`src/rtl/axi4lite_master_ctrl.sv`:
```
// axi4lite_master_ctrl: single-outstanding AXI4-Lite master behind a valid/ready command/response port
// Optional: define AXI_MST_PERF_EN to add saturating wr_cnt/rd_cnt/err_cnt outputs.
module axi4lite_master_ctrl #(
  parameter int ADDR_WIDTH = 6,
  parameter int DATA_WIDTH = 32
) (
  input  logic                    CLK,
  input  logic                    RST,
  input  logic                    req_valid,
  output logic                    req_ready,
  input  logic                    req_write,
  input  logic [ADDR_WIDTH-1:0]   req_addr,
  input  logic [DATA_WIDTH-1:0]   req_wdata,
  input  logic [DATA_WIDTH/8-1:0] req_wstrb,
  output logic                    rsp_valid,
  input  logic                    rsp_ready,
  output logic                    rsp_write,
  output logic [DATA_WIDTH-1:0]   rsp_rdata,
  output logic [1:0]              rsp_resp,
  output logic [ADDR_WIDTH-1:0]   AWADDR,
  output logic                    AWVALID,
  input  logic                    AWREADY,
  output logic [DATA_WIDTH-1:0]   WDATA,
  output logic [DATA_WIDTH/8-1:0] WSTRB,
  output logic                    WVALID,
  input  logic                    WREADY,
  input  logic [1:0]              BRESP,
  input  logic                    BVALID,
  output logic                    BREADY,
  output logic [ADDR_WIDTH-1:0]   ARADDR,
  output logic                    ARVALID,
  input  logic                    ARREADY,
  input  logic [DATA_WIDTH-1:0]   RDATA,
  input  logic [1:0]              RRESP,
  input  logic                    RVALID,
`ifdef AXI_MST_PERF_EN
  output logic [15:0]             wr_cnt,
  output logic [15:0]             rd_cnt,
  output logic [15:0]             err_cnt,
`endif
  output logic                    RREADY
);
  typedef enum logic [2:0] {IDLE, WR, WR_B, RD_A, RD_R, RSP} state_t;
  state_t state;
  logic [ADDR_WIDTH-1:0] addr;
  assign AWADDR = addr;
  assign ARADDR = addr;
  // transaction sequencer: one request in flight, every output registered
  always_ff @(posedge CLK or posedge RST) begin
    if (RST) begin
      state     <= IDLE;
      req_ready <= 1'b1;
      addr      <= '0;
      WDATA     <= '0;
      WSTRB     <= '0;
      AWVALID   <= 1'b0;
      WVALID    <= 1'b0;
      BREADY    <= 1'b0;
      ARVALID   <= 1'b0;
      RREADY    <= 1'b0;
      rsp_valid <= 1'b0;
      rsp_write <= 1'b0;
      rsp_rdata <= '0;
      rsp_resp  <= '0;
    end else begin
      case (state)
        IDLE: if (req_valid) begin
          req_ready <= 1'b0;
          addr      <= req_addr;
          WDATA     <= req_wdata;
          WSTRB     <= req_wstrb;
          AWVALID   <= req_write;
          WVALID    <= req_write;
          ARVALID   <= !req_write;
          state     <= req_write ? WR : RD_A;
        end
        WR: begin
          if (AWREADY) AWVALID <= 1'b0;
          if (WREADY) WVALID <= 1'b0;
          if ((AWREADY || !AWVALID) && (WREADY || !WVALID)) begin
            BREADY <= 1'b1;
            state  <= WR_B;
          end
        end
        WR_B: if (BVALID) begin
          BREADY    <= 1'b0;
          rsp_resp  <= BRESP;
          rsp_write <= 1'b1;
          rsp_rdata <= '0;
          rsp_valid <= 1'b1;
          state     <= RSP;
        end
        RD_A: if (ARREADY) begin
          ARVALID <= 1'b0;
          RREADY  <= 1'b1;
          state   <= RD_R;
        end
        RD_R: if (RVALID) begin
          RREADY    <= 1'b0;
          rsp_resp  <= RRESP;
          rsp_write <= 1'b0;
          rsp_rdata <= RDATA;
          rsp_valid <= 1'b1;
          state     <= RSP;
        end
        RSP: if (rsp_ready) begin
          rsp_valid <= 1'b0;
          req_ready <= 1'b1;
          state     <= IDLE;
        end
        default: state <= IDLE;
      endcase
    end
  end
`ifdef AXI_MST_PERF_EN
  logic wr_done, rd_done;
  logic [1:0] done_resp;
  assign wr_done   = (state == WR_B) && BVALID;
  assign rd_done   = (state == RD_R) && RVALID;
  assign done_resp = wr_done ? BRESP : RRESP;
  // saturating counters of completed writes, reads and non-OKAY responses
  always_ff @(posedge CLK or posedge RST) begin
    if (RST) begin
      wr_cnt  <= '0;
      rd_cnt  <= '0;
      err_cnt <= '0;
    end else begin
      wr_cnt  <= wr_cnt + 16'(wr_done && wr_cnt != 16'hFFFF);
      rd_cnt  <= rd_cnt + 16'(rd_done && rd_cnt != 16'hFFFF);
      err_cnt <= err_cnt + 16'((wr_done || rd_done) && done_resp != 2'b00 && err_cnt != 16'hFFFF);
    end
  end
`endif
endmodule
```
`config.mk`:
```
export PLATFORM = sky130hd
export DESIGN_NAME = axi4lite_master_ctrl
export DESIGN_NICKNAME = d
export VERILOG_FILES = /design/src/rtl/axi4lite_master_ctrl.sv
export SDC_FILE = /design/constraint.sdc
export NUM_CORES = 1
export LEC_CHECK = 0
export BUFFER_PORTS_ARGS = -buffer_cell sky130_fd_sc_hd__buf_2
export CAP_MARGIN = 20
export CORE_UTILIZATION = 30
export CTS_CLUSTER_DIAMETER = 150
export DETAILED_ROUTE_END_ITERATION = 10
export GPL_TIMING_DRIVEN = 0
export SLEW_MARGIN = 15
export SYNTH_ARGS = -nofsm -noshare
export SYNTH_HDL_FRONTEND = slang
export SYNTH_SLANG_ARGS = --single-unit
```
`constraint.sdc`:
```
create_clock -name CLK -period 4.9 [get_ports CLK]
set_input_delay 0.49 -clock CLK [delete_from_list [all_inputs] [get_ports CLK]]
set_output_delay 0.49 -clock CLK [all_outputs]
set_load 0.1 [all_outputs]
```
### Yosys cells after proc, flatten, opt, wreduce, memory -nomap -nowiden

Cells that the tools add are included.

| storage, ports and cells | value |
|---|---|
| flip-flop bits (word level) | 87 |
| output and inout bits | 90 |
| bits of input ports | 88 |
| memories | 0 |
| ROM bits | 0 |
| latch bits | 0 |
| memory bits (writable) | 0 |

| operators by class | value |
|---|---|
| div/mod/pow operators | 0 |
| eq/ne operators | 13 |
| order comparisons | 0 |
| muxes and demuxes | 36 |
| $add $sub $neg | 0 |
| bitwise gates (word level) | 0 |
| reduce and logical (&&, ||, !) cells | 24 |
| shift operators | 0 |
| multipliers | 0 |

Operators by type and width:

| operator | number |
|---|---|
| $mux W32 | 2 |
| $pmux W32 S2 | 1 |
| $reduce_and A3 Y1 | 7 |
| $mux W3 | 6 |
| $pmux W3 S6 | 1 |
| $ne A2 B2 Y1 const B | 8 |
| $mux W1 | 14 |
| $pmux W1 S2 | 7 |
| $reduce_bool A2 Y1 | 6 |
| $eq A3 B2 Y1 const B | 2 |
| $eq A3 B3 Y1 const B | 2 |
| $mux W2 | 3 |
| $reduce_and A6 Y1 | 1 |
| $pmux W2 S2 | 1 |
| $reduce_and A4 Y1 | 1 |
| $eq A3 B1 Y1 const B | 1 |
| $logic_not A1 Y1 | 3 |
| $logic_not A3 Y1 | 1 |
| $pmux W1 S3 | 1 |
| $reduce_bool A3 Y1 | 1 |
| $logic_or A1 B1 Y1 | 2 |
| $reduce_and A2 Y1 | 1 |
| $logic_and A1 B1 Y1 | 1 |

### Longest topological paths before layout

| logic depth | value |
|---|---|
| depth in word-level cells | 5 |
| depth in mapped cells | 7 |

### Least setup slack after synthesis

OpenSTA, ideal clock, no wires.

| path | value |
|---|---|
| path type | reg2reg |
| from | reg AWVALID |
| to | reg state[1] |
| library setup time | 0.139 ns |
| period minus slack after synthesis | 1.861 ns |
| path slack | 3.039 ns |
| arrival time | 1.722 ns |
| cell stages (with the launch flop) | 4 |
| cell sequence | dfrtp_1 a22o_1 nor2_1 or4_1 |

| between the ends | value |
|---|---|
| longest elaborated chain between the ends | 5 |

RTL lines:

| element | line | RTL |
|---|---|---|
| start, declared | 21 | `output logic AWVALID,` |
| start signal, assigned | 72 | `AWVALID <= req_write;` |
| $logic_not A1 Y1 | 80 | `if ((AWREADY \|\| !AWVALID) && (WREADY \|\| !WVALID)) begin` |
| $logic_or A1 B1 Y1 | 80 |  |
| $logic_and A1 B1 Y1 | 80 |  |
| $ne A2 B2 Y1 (no line) | n/a |  |
| $reduce_and A6 Y1 (no line) | n/a |  |
| end signal, assigned | 75 | `state <= req_write ? WR : RD_A;` |
| end, declared | 44 | `state_t state;` |

Every way passes these cells.
A chain may end at the register's enable or synchronous reset.

### Worst setup path in the final report

| path | value |
|---|---|
| from | reg req_ready |
| to | out req_ready |

RTL lines:

| element | line | RTL |
|---|---|---|
| start, declared | 10 | `output logic req_ready,` |
| start signal, assigned | 52 | `req_ready <= 1'b1;` |
| start signal, assigned | 68 | `req_ready <= 1'b0;` |
| start signal, assigned | 108 | `req_ready <= 1'b1;` |

No word-level cell between the ends.

==> impl_summary.md <==
Setup path
The critical path in this run is classified as reg -> out. The delay of the slowest critical-path stage is around 0.54 ns. The worst register-to-register path ends at WDATA[2].

The number of buffers and inverters on the critical path is 1. Along the worst path, the maximum fanout reaches 3. In this run the number of cells on the critical path is 1. In this run the critical register-to-register path is launched from state[2]. The critical path arrival is 1.30 ns. The critical path launch point type is a register.

The worst setup path is captured at a primary output. The cell with the largest stage delay on the worst path is sky130_fd_sc_hd__dfstp_2. The length in cells of the worst reg-to-reg path is 6.

Data on the critical path is required at its endpoint by around 4.4 ns. Setup slack on the worst reg-to-reg path comes out at around 3.2 ns. The critical path starts at req_ready. On the critical path the largest part of the delay comes from flip-flops. The worst setup path endpoint is req_ready. The signal on the critical path passes through buf_2.

CTS
The CTS tree is built. The setup fix buffers added after clock tree synthesis is 0. The clock net sink count is 87. No sink is reached through more buffers than the 2 on the longest clock path. After clock tree synthesis, the flow added hold-fix buffers numbering 0. The H-tree was split into 3 levels. The number of gates resized after CTS was 0. The number of clock buffers added by TritonCTS is 9. After clock tree synthesis, the clock-pin slew on the worst setup and hold paths is approximately 0.060 ns. At the later pin of the worst-skew pair, clock insertion delay measures between 0.3 and 0.4 ns.

The buffer type at the clock tree root is sky130_fd_sc_hd__clkbuf_16.

Detailed routing
The via density per instance is roughly 4.5. The average wire per cell in the routed design is 13.0 um. The post-route antenna net violation count is 0. The DRC violation total after the first TritonRoute iteration is about 160. The total vias in the final route is between 2000 and 3000.

Before antenna repair, the detailed router went through 5 iterations. The number of remaining DRC errors is 0. The routed design has approximately 8600 um of wire.

Yosys
The cell type contributing the most total cell area after synthesis is sky130_fd_sc_hd__dfrtp_1. In the synthesized netlist, the number of instances is around 330. In this run, synthesis produced a sequential element count of 87. The count of different cell masters after synthesis is 33.

The share of the yosys chip area belonging to registers is 63.2%. Ranked by total cell area, the synthesized netlist is headed by sky130_fd_sc_hd__dfrtp_1, sky130_fd_sc_hd__nand2_1, sky130_fd_sc_hd__a22o_1. The count of synthesis-stage warnings from yosys is 0. When the netlist entered floorplanning its net count stood at approximately 410. After synthesis, the largest area contributor takes up 62.5% of total cell area. In this run the cell area of the synthesized design comes to approximately 3400 um2.

The per-instance average area after synthesis is between 10 and 15 um2.

Floorplan
The total area inside the core boundary comes to 11000 um2. The floorplan step set the die height to 109 um. The die covers about 12000 um2. The horizontal die dimension is 109 um. During I/O placement, the number of pins put on the boundary was ~180.

Row generation in the floorplan step produced 38 rows. The initial standard-cell utilization of the core is between 30% and 40%.

Timing
The worst pin sits at a relative slew slack of 65.5%. In the finished design, the share of the clock period the worst path needs comes to 36.6%. The number of pins exceeding their max-slew limit in the final report was 0. The count of final hold-check violations is 0. Timing would allow up to around 560 MHz.

The final hold slack is approximately 0.19 ns. Setup repair after global routing left no endpoint under its margin. The post-route setup TNS is 0 ns. The clock period could shrink to 1.79 ns. The actual slew at the worst max-slew pin is 0.518 ns. The setup violation total in the final timing report is 0. The clock arrives with around 0.0066 ns of skew.

Min path
The type of the most critical hold path is in -> async.

GRT
The initial antenna violation count was 0. The global-route wire length before repair is approximately 13000 um. For met3 alone, demand over resource in global routing was between 4 and 5%. The remaining global-route overflow is 0. After global routing, the most crowded layer is met2. Global routing consumed, on the met2 layer, approximately a quarter of the routing resources.

Global routing used 18.4% of the available met1 tracks. The largest net degree at the start of global routing is 50. The via count of the first global-routing pass is 2851. Global routing consumed, over all layers together, about 15% of the routing resources.

Run
The number of max-capacitance violations reported is 0.

Final layout
The number of antenna cells inserted is 0. After filler insertion, the fill cell instance count of the layout stands at 1083. The final net count is around 600. Cells with a size suffix above 1 make up between 40% and 50% of the layout. The area growth from synthesis to layout is 40.8%.

Placement
Detailed placement finished with a half-perimeter wire length of ~6300 um. The placer congestion estimate is between 0.7 and 0.8. In this run the tool buffered the top-level ports with around 180 buffer cells.

Outcome
The run finished with clean final reports.
==> registers in the layout, summed over array words and instances, names as in the netlist <==
name,count
WDATA,32
rsp_rdata,32
ARADDR,6
WSTRB,4
state,3
rsp_resp,2
ARVALID,1
AWVALID,1
BREADY,1
RREADY,1
WVALID,1
req_ready,1
rsp_valid,1
rsp_write,1
==> placed cells by master (no fill, tap or decap), types with 3 or more instances in the layout <==
cell                          n
sky130_fd_sc_hd__buf_2      189
sky130_fd_sc_hd__dfrtp_1     86
sky130_fd_sc_hd__clkbuf_16    9
sky130_fd_sc_hd__a22o_1      33
sky130_fd_sc_hd__buf_8        4
sky130_fd_sc_hd__o22ai_1      3
sky130_fd_sc_hd__inv_1        4
sky130_fd_sc_hd__a21oi_1      6
sky130_fd_sc_hd__buf_4        6
sky130_fd_sc_hd__nor2_1       5
sky130_fd_sc_hd__nand2_1    137
==> worst min-delay path by stage <==
stage | slack (ns) | cells past startpoint | endpoint | from
2_1_floorplan | 0.60 | 2 | ARADDR[0] | req_addr[0]
3_3_place_gp | 0.45 | 2 | WDATA[5] | WDATA[5]
3_5_place_dp | 0.46 | 2 | WDATA[25] | WDATA[25]
4_1_cts | 0.20 | 2 | ARADDR[4] | RST
5_1_grt | 0.24 | 2 | WDATA[0] | RST
6_report | 0.19 | 2 | WDATA[3] | RST
==> routing by layer <==
metal / vias to the layer above / wire length (um)
li1: 1441 / -
met1: 1389 / 3730
met2: 122 / 4000
met3: 10 / 724
met4: 0 / 127
met5: - / 0
==> per-stage QoR <==
stage / setup WS (ns) / cells / util, % / instance area [um2]
2_1_floorplan: 2.16 / 326 / - / 3440
3_3_place_gp: 1.10 / 643 / 40.8 / 4510
3_5_place_dp: 3.09 / 644 / 41.1 / 4540
4_1_cts: 3.09 / 659 / 44.0 / 4850
5_1_grt: 3.07 / 659 / 44.0 / 4850
6_report: 3.11 / 659 / 44.0 / 4850
==> synth_stat cells (all sizes together) <==
library cell / n
nand2: 137
dfrtp: 86
a22o: 33
buf: 25
a21oi: 6
nor2: 6
inv: 5
o22ai: 3
or2: 3
nand3: 2
nand3b: 2
o211ai: 2
o221ai: 2
a21o: 1
a31o: 1
and2b: 1
and3: 1
dfstp: 1
mux2: 1
mux2i: 1
nand2b: 1
nor2b: 1
nor3: 1
o21a: 1
or2b: 1
or3b: 1
or4: 1
==> logic make-up (layout without fill, tap and decap cells) <==
logic type	count (synthesis)	in the layout	synth area share [%]
AO/OA/AOI/OAI	49	49	11.4
buffers and inverters	30	223	6.10
flip-flops	87	87	63.2
multiplexers	2	2	0.617
AND/OR/NAND/NOR	158	158	18.6
==> layout make-up <==
type                       count  area, um2  area share [%]
sequential                    87       2180            44.9
multi-input combinational    209       1060            21.8
timing repair buffer         178        913            18.8
clock buffer                  11        243            5.01
buffer                        25        191            3.95
tap                          140        175            3.61
clock inverter                 4       70.1            1.45
inverter                       5       21.3           0.439
Power is not shown: default switching activity piles up to over one toggle a cycle in this logic, so the estimate is an artifact.
